File: config.mk
export PLATFORM = sky130hd
export DESIGN_NAME = hue_stage_sched
export DESIGN_NICKNAME = d
export VERILOG_FILES = /design/src/rtl/hue_sched_pkg.sv /design/src/rtl/hue_tag_pipe.sv /design/src/rtl/hue_stage_sched.sv
export SDC_FILE = /design/constraint.sdc
export NUM_CORES = 1
export LEC_CHECK = 0
export ABC_AREA = 1
export ABC_CLOCK_PERIOD_IN_PS = 1900
export BUFFER_PORTS_ARGS = -buffer_cell sky130_fd_sc_hd__buf_4
export CORE_MARGIN = 2
export CORE_UTILIZATION = 48
export DETAILED_ROUTE_END_ITERATION = 6
export PLACE_DENSITY_LB_ADDON = 0.12
export SETUP_SLACK_MARGIN = 0.2
export SLEW_MARGIN = 5
export SYNTH_ARGS = -nofsm -noshare
export SYNTH_HDL_FRONTEND = slang
export SYNTH_SLANG_ARGS = --single-unit
File: constraint.sdc
create_clock -name i_clk -period 1.9 [get_ports i_clk]
set_clock_uncertainty 0.05 [all_clocks]
set_input_delay 0.19 -clock i_clk [delete_from_list [all_inputs] [get_ports i_clk]]
set_output_delay 0.19 -clock i_clk [all_outputs]
set_load 0.03 [all_outputs]
File: src/rtl/hue_sched_pkg.sv
// Shared types and constants for the hue stage scheduler.
package hue_sched_pkg;

  localparam int DATA_W = 16;
  localparam int FUNC_W = 2;

  // Function select 0 is not a real hue operation; such requests are consumed and dropped.
  localparam logic [1:0] FUNC_INVALID = 2'd0;

  // In-flight transaction tag: which requester issued it.
  typedef struct packed {
    logic valid;
    logic id;
  } tag_t;

endpackage

File: src/rtl/hue_tag_pipe.sv
// LATENCY-deep tag delay line. Loaded in the cycle a transaction sits on the
// datapath input, so the head stage lines up with the cycle its result is due.
module hue_tag_pipe
  import hue_sched_pkg::*;
#(
  parameter int LATENCY = 2
) (
  input  logic i_clk,
  input  logic i_rstn,
  input  tag_t tag_in,
  output tag_t head,
  output logic any_vld
);

  tag_t [LATENCY-1:0] stage;

  // Shift every cycle; reset discards everything in flight.
  always_ff @(posedge i_clk or negedge i_rstn) begin
    if (!i_rstn) begin
      stage <= '0;
    end else begin
      stage[0] <= tag_in;
      for (int i = 1; i < LATENCY; i++) stage[i] <= stage[i-1];
    end
  end

  // Any stage still carrying a live tag keeps the scheduler busy.
  always_comb begin
    any_vld = 1'b0;
    for (int i = 0; i < LATENCY; i++) any_vld = any_vld | stage[i].valid;
  end

  assign head = stage[LATENCY-1];

endmodule

File: src/rtl/hue_stage_sched.sv
// Two-requester round-robin front end for a shared fixed-latency hue stage.
// Grants one request per cycle, tags it, and steers the returning result back.
module hue_stage_sched #(
  parameter int DATA_W  = hue_sched_pkg::DATA_W,
  parameter int FUNC_W  = hue_sched_pkg::FUNC_W,
  parameter int LATENCY = 2,
  parameter int CNT_W   = 8
) (
  input  logic              i_clk,
  input  logic              i_rstn,
  input  logic              i_enable,
  input  logic              i_req0_valid,
  input  logic [DATA_W-1:0] i_req0_data,
  input  logic [FUNC_W-1:0] i_req0_function,
  output logic              o_req0_ready,
  input  logic              i_req1_valid,
  input  logic [DATA_W-1:0] i_req1_data,
  input  logic [FUNC_W-1:0] i_req1_function,
  output logic              o_req1_ready,
  output logic [DATA_W-1:0] o_dp_data,
  output logic [FUNC_W-1:0] o_dp_function,
  output logic              o_dp_valid,
  input  logic [DATA_W-1:0] i_dp_data,
  input  logic              i_dp_valid,
  output logic [DATA_W-1:0] o_res0_data,
  output logic              o_res0_valid,
  output logic [DATA_W-1:0] o_res1_data,
  output logic              o_res1_valid,
  output logic              o_busy,
  output logic              o_err,
  output logic [CNT_W-1:0]  o_drop_cnt
);
  import hue_sched_pkg::*;

  logic              gnt0, gnt1, gnt_any;
  logic              rr_ptr;   // requester that wins the next conflict
  logic              dp_id;    // issuer of the transaction on o_dp_*
  logic [DATA_W-1:0] sel_data;
  logic [FUNC_W-1:0] sel_func;
  logic              sel_drop;
  tag_t              tag_in, head;
  logic              tag_any;

  // Round-robin grant; a lone requester always wins, conflicts go to rr_ptr.
  always_comb begin
    gnt0 = 1'b0;
    gnt1 = 1'b0;
    if (i_enable) begin
      if (i_req0_valid && i_req1_valid) begin
        gnt0 = ~rr_ptr;
        gnt1 = rr_ptr;
      end else begin
        gnt0 = i_req0_valid;
        gnt1 = i_req1_valid;
      end
    end
  end

  assign o_req0_ready = gnt0;
  assign o_req1_ready = gnt1;
  assign gnt_any      = gnt0 | gnt1;
  assign sel_data     = gnt1 ? i_req1_data : i_req0_data;
  assign sel_func     = gnt1 ? i_req1_function : i_req0_function;
  assign sel_drop     = (sel_func == FUNC_W'(FUNC_INVALID));

  // Issue registers, arbitration pointer and saturating drop counter.
  always_ff @(posedge i_clk or negedge i_rstn) begin
    if (!i_rstn) begin
      o_dp_valid    <= 1'b0;
      o_dp_data     <= '0;
      o_dp_function <= '0;
      dp_id         <= 1'b0;
      rr_ptr        <= 1'b0;
      o_drop_cnt    <= '0;
    end else begin
      o_dp_valid <= gnt_any && !sel_drop;
      if (gnt_any && !sel_drop) begin
        o_dp_data     <= sel_data;
        o_dp_function <= sel_func;
        dp_id         <= gnt1;
      end
      // A dropped request still used its slot, so the pointer moves too.
      if (gnt_any) rr_ptr <= gnt0;
      if (gnt_any && sel_drop && (o_drop_cnt != {CNT_W{1'b1}}))
        o_drop_cnt <= o_drop_cnt + CNT_W'(1);
    end
  end

  assign tag_in = '{valid: o_dp_valid, id: dp_id};

  hue_tag_pipe #(.LATENCY(LATENCY)) u_tag_pipe (
    .i_clk   (i_clk),
    .i_rstn  (i_rstn),
    .tag_in  (tag_in),
    .head    (head),
    .any_vld (tag_any)
  );

  // Return router: steer a matched result to its issuer, flag any mismatch.
  always_ff @(posedge i_clk or negedge i_rstn) begin
    if (!i_rstn) begin
      o_res0_data  <= '0;
      o_res0_valid <= 1'b0;
      o_res1_data  <= '0;
      o_res1_valid <= 1'b0;
      o_err        <= 1'b0;
    end else begin
      o_res0_valid <= i_dp_valid && head.valid && !head.id;
      o_res1_valid <= i_dp_valid && head.valid && head.id;
      if (i_dp_valid && head.valid) begin
        if (head.id) o_res1_data <= i_dp_data;
        else         o_res0_data <= i_dp_data;
      end
      if (i_dp_valid != head.valid) o_err <= 1'b1;
    end
  end

  assign o_busy = o_dp_valid | tag_any | o_res0_valid | o_res1_valid;

endmodule

* After elaboration in Yosys (flattened, before gate mapping) *
Cells that the tools add are included.
W data, S select, Z words.

operators by class
  bitwise logic cells = 7
  multiplexer cells = 6
  reduce and logical (&&, ||, !) cells = 12
  equality and inequality tests = 2
  add/subtract/negate cells = 1

operators by type and width
  kind                   count
  $mux W16               1
  $add A8 B1 Y8 const B  1
  $ne A8 B8 Y1 const B   1
  $logic_and A1 B1 Y1    7
  $or A1 B1 Y1           5
  $mux W1                4
  $reduce_and A2 Y1      2
  $logic_not A1 Y1       2
  $logic_not A2 Y1       1
  $mux W2                1
  $not A1 Y1             2
  $ne A1 B1 Y1           1

word-level totals
  word-level logic and storage cells = 43
  register bits = 68

* Longest topological paths before layout *
Gate-level depths: netlist (run 1).

  depth after elaboration = 7
  mapped depth = 11
  depth with buffers taken out = 10

* Modules after synthesis *
From an unflattened synthesis (run 1), not the netlist that was laid out.

second synthesis, totals
  cell total of the unflattened synthesis = 362
  area total of the unflattened synthesis = 3035.4 µm²

by module, submodules not included
  module           area each (µm²)  times used  cells an instance  sequential area each (µm²)
  hue_stage_sched  2909.0           1           353                1601.5
  hue_tag_pipe     126.4            1           9                  100.1

* Worst setup path before layout (run 1) *
OpenSTA, ideal clock, no wires.

  path kind = reg2reg
  start = reg o_drop_cnt[0]
  end = reg o_drop_cnt[6]
  required time = 1.731 ns
  clock period less this slack = 1.579 ns
  setup slack = 0.321 ns
  stages on the path, launching flop included = 8
  arrival = 1.410 ns
  path buffers = 0
  cell sequence = dfrtp_1 > ha_1 > nand2_1 > inv_1 > nand3b_2 > nand4_2 > nand2_1 > nand2_1

between the ends
  word-level cells in the longest chain between the ends = 2

RTL lines
  what                                                   RTL line               RTL
  from (decl)                                            hue_stage_sched.sv:31  output logic [CNT_W-1:0] o_drop_cnt
  from (signal assigned)                                 hue_stage_sched.sv:85  o_drop_cnt <= o_drop_cnt + CNT_W'(1);
  branches (longest 2 deep; another with $add A8 B1 Y8)  -

Parallel ways; which one is timed is not known.
A chain may end at the register's enable or synchronous reset.

* Worst setup path after layout (run 1) *
  start = reg rr_ptr
  end = reg o_dp_data[7]

between the ends
  word-level cells in the longest chain between the ends = 6

RTL lines
  what                    RTL line               RTL
  from (decl)             hue_stage_sched.sv:36  logic rr_ptr;
  from (signal assigned)  hue_stage_sched.sv:83  if (gnt_any) rr_ptr <= gnt0;
  $mux W1                 hue_stage_sched.sv:49  if (i_req0_valid && i_req1_valid) begin
  $mux W1                 hue_stage_sched.sv:48  if (i_enable) begin
  $mux W2                 hue_stage_sched.sv:63  assign sel_func = gnt1 ? i_req1_function : i_req0_function;
  $logic_not A2 Y1        hue_stage_sched.sv:64  assign sel_drop = (sel_func == FUNC_W'(FUNC_INVALID));
  $logic_not A1 Y1        hue_stage_sched.sv:77  if (gnt_any && !sel_drop) begin
  $logic_and A1 B1 Y1     hue_stage_sched.sv:77
  to (signal assigned)    hue_stage_sched.sv:78  o_dp_data <= sel_data;
  to (decl)               hue_stage_sched.sv:20  output logic [DATA_W-1:0] o_dp_data,

Several ways; a longest one is shown, not always the timed one.

==> key figures, run 1 <==
GRT
  • Layer with the highest usage: met2
  • Overflow after GRT: 0
  • Met2 global-route usage: 33.8%
  • Pin count of the biggest net entering global routing: 36
  • Initial antenna violation count: 0
  • First-pass GRT wire length: around 12000 um
  • Total global-route track usage: 21.2%
  • Vias in the first global route: 2598
  • Met3 Usage GRT: under 10%
  • Met1 GRT Util: 28.2%

STA
  • Setup TNS: 0 ps
  • Setup violations, final: 0
  • Fmax: 628 MHz
  • Slew Limit Headroom: 68.5%
  • Fin. Hold Viols: 0
  • Period utilisation layout: a little over four fifths
  • Unrepaired setup endpoints after global routing: yes
  • Min cycle time layout: 1590 ps
  • Max Slew Vio Count: 0
  • Worst-Margin Slew: 471 ps

Worst setup path
  • Worst-path cell chain: inv_2 -> nand2_2 -> nand2_4 -> nand2_2 -> nand2_2 -> nand2_2 -> nand2_4 -> inv_8 -> nand2_1 -> nand2_1
  • Worst setup path startpoint: rr_ptr$_DFFE_PN0P_
  • Crit-path most repeated cell: nand2_2
  • Crit. End Element: flop
  • Startpoint Class: flop
  • Worst r2r src: rr_ptr$_DFFE_PN0P_
  • Max Fanout on Critical Path: 21
  • Critical Path Max Stage Delay: 390 ps
  • CP delay by family, top: simple AND/OR/NAND/NOR gates
  • CP arrival: 1760 ps
  • Buf+Inv Stages, Crit Path: 2
  • CP Class: flop to flop
  • Crit path max-delay cell type: dfrtp_1
  • Req. time, crit path: ~2100 ps

Placed design
  • Final Wtd Congestion: slightly below 0.9
  • Hpwl dp: 5010 um
  • Number of I/O port buffers: 122
  • DP Area: 4000 um^2

Clock network
  • Clock Pin Slew Worst Setup and Hold Paths: 80 ps
  • Maximum buffer depth of the clock tree: 2
  • Cts bufs inserted: 9
  • Root Buffer: clkbuf_8
  • Clk Latency, worst-skew pair: 330 ps
  • CTS sink cnt: between 60 and 70
  • H-tree levels: 3
  • TritonCTS clock tree: built

Logic synthesis
  • Synth area leader: dfrtp_1
  • Synth Cell Area: 3040 um^2
  • Synth top area share: 55.9%
  • Asr flop ratio synth: 100%
  • Warnings from Yosys: 0
  • Sequential fraction of the synthesis area: 55.9%
  • Dominant synthesized flop cell: dfrtp_1
  • Synth unique cells: 28
  • Yosys reg bits: 68
  • Synthesized instance count: 359
  • Synthesized area per cell: 8.48 um^2
  • Top post-synthesis cells by area: dfrtp_1 56%, nand2_1 21%, o21ai_0 5.4%
  • Post-synth EDFFs: 0
  • Syn Nets: approximately 420

Cells and area
  • Ratio of cells with drive above 1 in the final layout: 33.5%
  • Synth-to-layout area growth: 40.5%
  • Final core occ: 68.5%
  • Final cell area excluding filler cells: 4270 um^2
  • Ant diodes: 0
  • Fin nets: between 500 and 600

Route
  • DR iter-0 viols: ~140
  • WL final: 7050 um
  • Routed Antenna Nets: 0
  • Vias: 2667
  • Drt drc: 0
  • Post-DR wirelength/cell: ~12 um
  • DRT Pass-1 Iters: 4
  • Via/cell ratio: 4.71

Pwr
  • Pleak: about 2.4 nW
  • Cell Pwr Density: approximately 1300 nW/um^2
  • VDD IR max: 0.000999 V

Floorplanning
  • I/O pin count: around 120
  • Core area: approximately 6200 um^2
  • Cell Rows: 29
  • Initial Utilization: slightly below 50%
  • Die height: 83.6 um
  • Total die area: ~7000 um^2
  • DIE WIDTH: 83.6 um

Min path
  • Hold wc startpoint: i_dp_data[6]
  • HP Class: primary input to flop

Run
  • Maxcap violations: 0

Outcome
  • Run status: finished, final reports clean
==> flip-flops by register name, indices dropped and copies added, names as in the netlist <==
signal            flops
u_tag_pipe.stage      2
o_drop_cnt            8
o_err                 1
o_res1_valid          1
rr_ptr                1
o_res0_valid          1
o_dp_data            16
dp_id                 1
o_res0_data          16
u_tag_pipe.head       2
o_dp_function         2
o_dp_valid            1
o_res1_data          16
==> metrics by stage <==
stage          worst slack, ps  power, mW  hold slack (ps)  instances
2_1_floorplan              321       3.29             -156        359
3_3_place_gp               355       4.10              121        549
3_5_place_dp               300       4.14              127        549
4_1_cts                    206       5.61             62.4        566
5_1_grt                    173       5.88             70.7        566
6_report                   306       5.57             72.3        566
==> path summary, 6_finish.rpt <==
| path | to | slack (ps) | depth (start not counted) |
|---|---|---|---|
| worst min register to register | u_tag_pipe.head[0]$_DFF_PN0_ | 300 | 0 |
| worst min-delay path | o_res1_data[6]$_DFFE_PN0P_ | 70 | 3 |
| max in group asynchronous | u_tag_pipe.stage[0]$_DFF_PN0_ | 960 | 3 |
| min in group asynchronous | o_dp_data[10]$_DFFE_PN0P_ | 300 | 2 |
| worst max register to register | o_dp_data[7]$_DFFE_PN0P_ | 310 | 10 |
| worst max-delay path | o_dp_data[7]$_DFFE_PN0P_ | 310 | 10 |
==> synthesized netlist by cell type, types with 3 or more instances <==
cell      count
buf_6         3
clkbuf_1      6
dfrtp_1      68
inv_1        27
inv_2         3
nand2_1     167
nand2_2       9
nand3_1       4
nand3b_1      3
nand4_1       8
nor2_1        7
o21ai_0      33
==> final cells by class <==
type,instances,area [um^2]
Fill cell,544,1970
Sequential cell,68,1700
Multi-Input combinational cell,247,1130
Timing Repair Buffer,127,968
Clock buffer,10,138
Inverter,31,126
Clock inverter,6,111
Tap cell,77,96.3
==> routing by layer <==
metal / up-vias / wire length [um]
met3: 10 / 378
met4: 0 / 109
met5: - / 0
met2: 81 / 3430
met1: 1215 / 3140
li1: 1361 / -
==> timing repair <==
item / CTS / global route
endpoints found under the setup margin: 0 / 9
hold buffers: 1 / 0
hold endpoints to repair: 34 / 0
setup buffers: 0 / 0
gates resized for setup: 0 / 3
==> report_power, final <==
part | internal (mW) | total, mW | switching, mW
Clock | 0.908 | 1.46 | 0.556
Sequential | 1.82 | 2.05 | 0.236
Combinational | 0.758 | 2.05 | 1.29
Total | 3.48 | 5.57 | 2.09
==> placed cells by master, fill, tap and decap left out, types with 2 or more instances in the layout <==
cell / netlist / routed
nand2_2: 9 / 9
o21ai_2: 2 / 2
inv_1: 27 / 27
nand3b_1: 3 / 3
nand2_4: 2 / 2
buf_4: 1 / 125
nand3_1: 4 / 4
xor2_1: 2 / 2
o21ai_0: 33 / 33
ha_1: 2 / 2
bufinv_16: 0 / 3
nand4_1: 8 / 8
clkbuf_8: 0 / 10
inv_2: 3 / 2
dfrtp_1: 68 / 68
nand2_1: 167 / 167
nor2_1: 7 / 7
==> worst register-to-register path, stage by stage, from the launching register on <==
cell	delay, ps
dfrtp_1	390
inv_2	70
nand2_2	90
nand2_4	150
nand2_2	60
nand2_2	120
nand2_2	80
nand2_4	240
inv_8	110
nand2_1	80
nand2_1	60
==> logic make-up (layout without fill, tap and decap cells) <==
kind of cell,after synthesis,after routing,share of synthesized area [%]
adders and majority gates,2,2,0.822
buffers and inverters,44,174,7.15
xor gates and xnor gates,2,2,0.576
DFF,68,68,55.9
AOI/OAI and AO/OA,37,37,6.41
and+or+nand+nor,206,206,29.1
Power figures use the tool's default switching activity.
==> run 2, diff against run 1 <==
--- a/config.mk
+++ b/config.mk
@@ -6,7 +6,7 @@
 export NUM_CORES = 1
 export LEC_CHECK = 0
 export ABC_AREA = 1
-export ABC_CLOCK_PERIOD_IN_PS = 1900
+export ABC_CLOCK_PERIOD_IN_PS = 1550
 export BUFFER_PORTS_ARGS = -buffer_cell sky130_fd_sc_hd__buf_4
 export CORE_MARGIN = 2
 export CORE_UTILIZATION = 48
==> constraint.sdc (replaced) <==
create_clock -name i_clk -period 1.55 [get_ports i_clk]
set_clock_uncertainty 0.05 [all_clocks]
set_input_delay 0.155 -clock i_clk [delete_from_list [all_inputs] [get_ports i_clk]]
set_output_delay 0.155 -clock i_clk [all_outputs]
set_load 0.03 [all_outputs]
==> run 2 against run 1 <==
Design area up 9.2%. Final cell count up 3.5%. Register-to-register slack worse by 210 ps. Hold slack worse by 51 ps. Clock-buffer cell count unchanged. Non-clock buffer count up 19. Worst setup slack worse by 260 ps. Clock power up 21%. Power up 27%. Routed wire length up 15%. Largest cell class unchanged. Via count up 6.3%.
==> key figures, run 2 (same netlist as run 1, synthesis figures left out) <==
Outcome
  • Run status: finished, final reports clean

Pwr
  • Cell Pwr Density: 1510 nW/um^2
  • VDD IR max: 0.00135 V
  • Pleak: 2.60 nW

Route
  • Routed Antenna Nets: 0
  • Via/cell ratio: 4.84
  • Post-DR wirelength/cell: 13.8 um
  • Vias: 2834
  • DR iter-0 viols: 194
  • DRT Pass-1 Iters: 4
  • WL final: ~8000 um
  • Drt drc: 0

GRT
  • Initial antenna violation count: 0
  • First-pass GRT wire length: between 10000 and 15000 um
  • Total global-route track usage: 23.5%
  • Overflow after GRT: 0
  • Vias in the first global route: ~2700
  • Pin count of the biggest net entering global routing: 39

STA
  • Final worst slack: 41.6 ps
  • Worst-Margin Slew: 308 ps
  • Fmax: 663 MHz
  • Max Slew Vio Count: 0
  • Unrepaired setup endpoints after global routing: yes
  • Setup violations, final: 0
  • Fin. Hold Viols: 0
  • Min cycle time layout: roughly 1500 ps
  • Period utilisation layout: 97.3%
  • Slew Limit Headroom: 79.4%

Clock network
  • Maximum buffer depth of the clock tree: 2
  • Clk Latency, worst-skew pair: approximately 340 ps
  • CTS sink cnt: 68
  • H-tree levels: 3
  • Clock Pin Slew Worst Setup and Hold Paths: ~80 ps
  • TritonCTS clock tree: built
  • Root Buffer: clkbuf_8
  • Cts bufs inserted: 9

Worst setup path
  • Critical Path Max Stage Delay: 400 ps
  • Crit-path most repeated cell: nand2_4
  • CP arrival: 1300 ps
  • Startpoint Class: flop
  • R2R Setup Slk: 100 ps
  • Max Fanout on Critical Path: 5
  • Worst-path cell chain: inv_2 -> nand2_4 -> nand2_4 -> buf_12 -> inv_12 -> buf_8
  • Req. time, crit path: 1340 ps
  • CP delay by family, top: flip-flops
  • Buf+Inv Stages, Crit Path: 4
  • Crit. End Element: primary output
  • CP Class: flop to primary output
  • Crit path max-delay cell type: dfrtp_1

Placed design
  • Worst setup slack after placement: 42.1 ps
  • Final Wtd Congestion: roughly 0.82
  • Number of I/O port buffers: 122
  • Hpwl dp: 5200 um

Cells and area
  • Synth-to-layout area growth: 53.4%
  • Ratio of cells with drive above 1 in the final layout: 40.9%
  • Most frequent cells in the layout: 152 x nand2_1, 130 x buf_4, 65 x dfrtp_1, 25 x inv_1, 25 x o21ai_0
  • Final core occ: 74.8%
  • Most common cell after layout, fill and taps aside: nand2_1
  • Biggest registers after layout: o_dp_data (16), o_res0_data (16), o_res1_data (16)
  • Ant diodes: 0
  • Fin nets: 564

Floorplanning
  • Cell Rows: 29
  • Die height: between 80 and 90 um
  • Core area: 6240 um^2
  • DIE WIDTH: ~84 um
  • Initial Utilization: 48.8%
  • Total die area: 6990 um^2
  • I/O pin count: about 120

Min path
  • HP Class: primary input to flop

Run
  • Maxcap violations: 0
-- run 2: changes by cell type in the layout (fill, tap and decap cells not counted), sizes merged --
cell,previous run,this run
buf,126,144
clkbuf,10,11
clkinv,2,1
inv,31,32
nand2,178,179
-- run 2: final timing paths --
kind                                               start                            to  cells after the start
min reg2reg                u_tag_pipe.stage[0]$_DFF_PN0_  u_tag_pipe.head[0]$_DFF_PN0_                      0
max                                   rr_ptr$_DFFE_PN0P_                  o_req1_ready                      6
max reg2reg                    o_drop_cnt[1]$_DFFE_PN0P_     o_drop_cnt[1]$_DFFE_PN0P_                      7
min in group asynchronous                         i_rstn      o_dp_data[3]$_DFFE_PN0P_                      2
max in group asynchronous                         i_rstn     o_drop_cnt[1]$_DFFE_PN0P_                      3
min                                         i_dp_data[3]    o_res0_data[3]$_DFFE_PN0P_                      3
-- run 2: cell type report --
| class | instances | area [um^2] |
|---|---|---|
| clock inverter | 6 | 111 |
| timing repair buffer | 146 | 1230 |
| sequential | 68 | 1710 |
| fill | 474 | 1570 |
| inverter | 31 | 136 |
| clock buffer | 10 | 128 |
| tap | 77 | 96.3 |
| multi-input combinational | 248 | 1260 |
-- run 2: repair_timing --
item,4_1_cts,5_1_grt
setup endpoints to repair,32,46
cloned,1,1
resized for setup,23,31
hold endpoints to repair,68,0
buffers inserted,9,5
pin swaps,9,16
hold buffers,1,0
-- run 2: worst min-delay path: cells and delay by family --
kind	cells	cell delay (ps)
AO/OA/AOI/OAI	1	70
buffers and inverters	2	160
-- run 2: power breakdown --
group          internal (mW)  switching [mW]
logic                   1.06            1.68
clock network           1.07           0.693
registers               2.24           0.322
total                   4.37            2.70
-- run 2: stage by stage --
stage / power (mW) / instance area (um^2) / TNS, ps / hold slack (ps) / cells
after detailed placement: 5.14 / 4090 / 0 / -16.3 / 553
after CTS: 7.00 / 4540 / 0 / 20.6 / 580
after floorplan: 4.06 / 3070 / 0 / -191 / 359
final: 7.07 / 4670 / 0 / 21.8 / 586
after global routing: 7.43 / 4670 / -3.87 / 34.3 / 586
after global placement: 5.07 / 4090 / 0 / -17.2 / 553
-- run 2: per-layer routing --
metal  track usage, %  routed length, um  vias up
li1                 -                  -     1406
met1             30.8               3400     1325
met2             38.9               4160       91
met3             4.85                419       12
met4             8.06                111        0
met5                0                  0        -
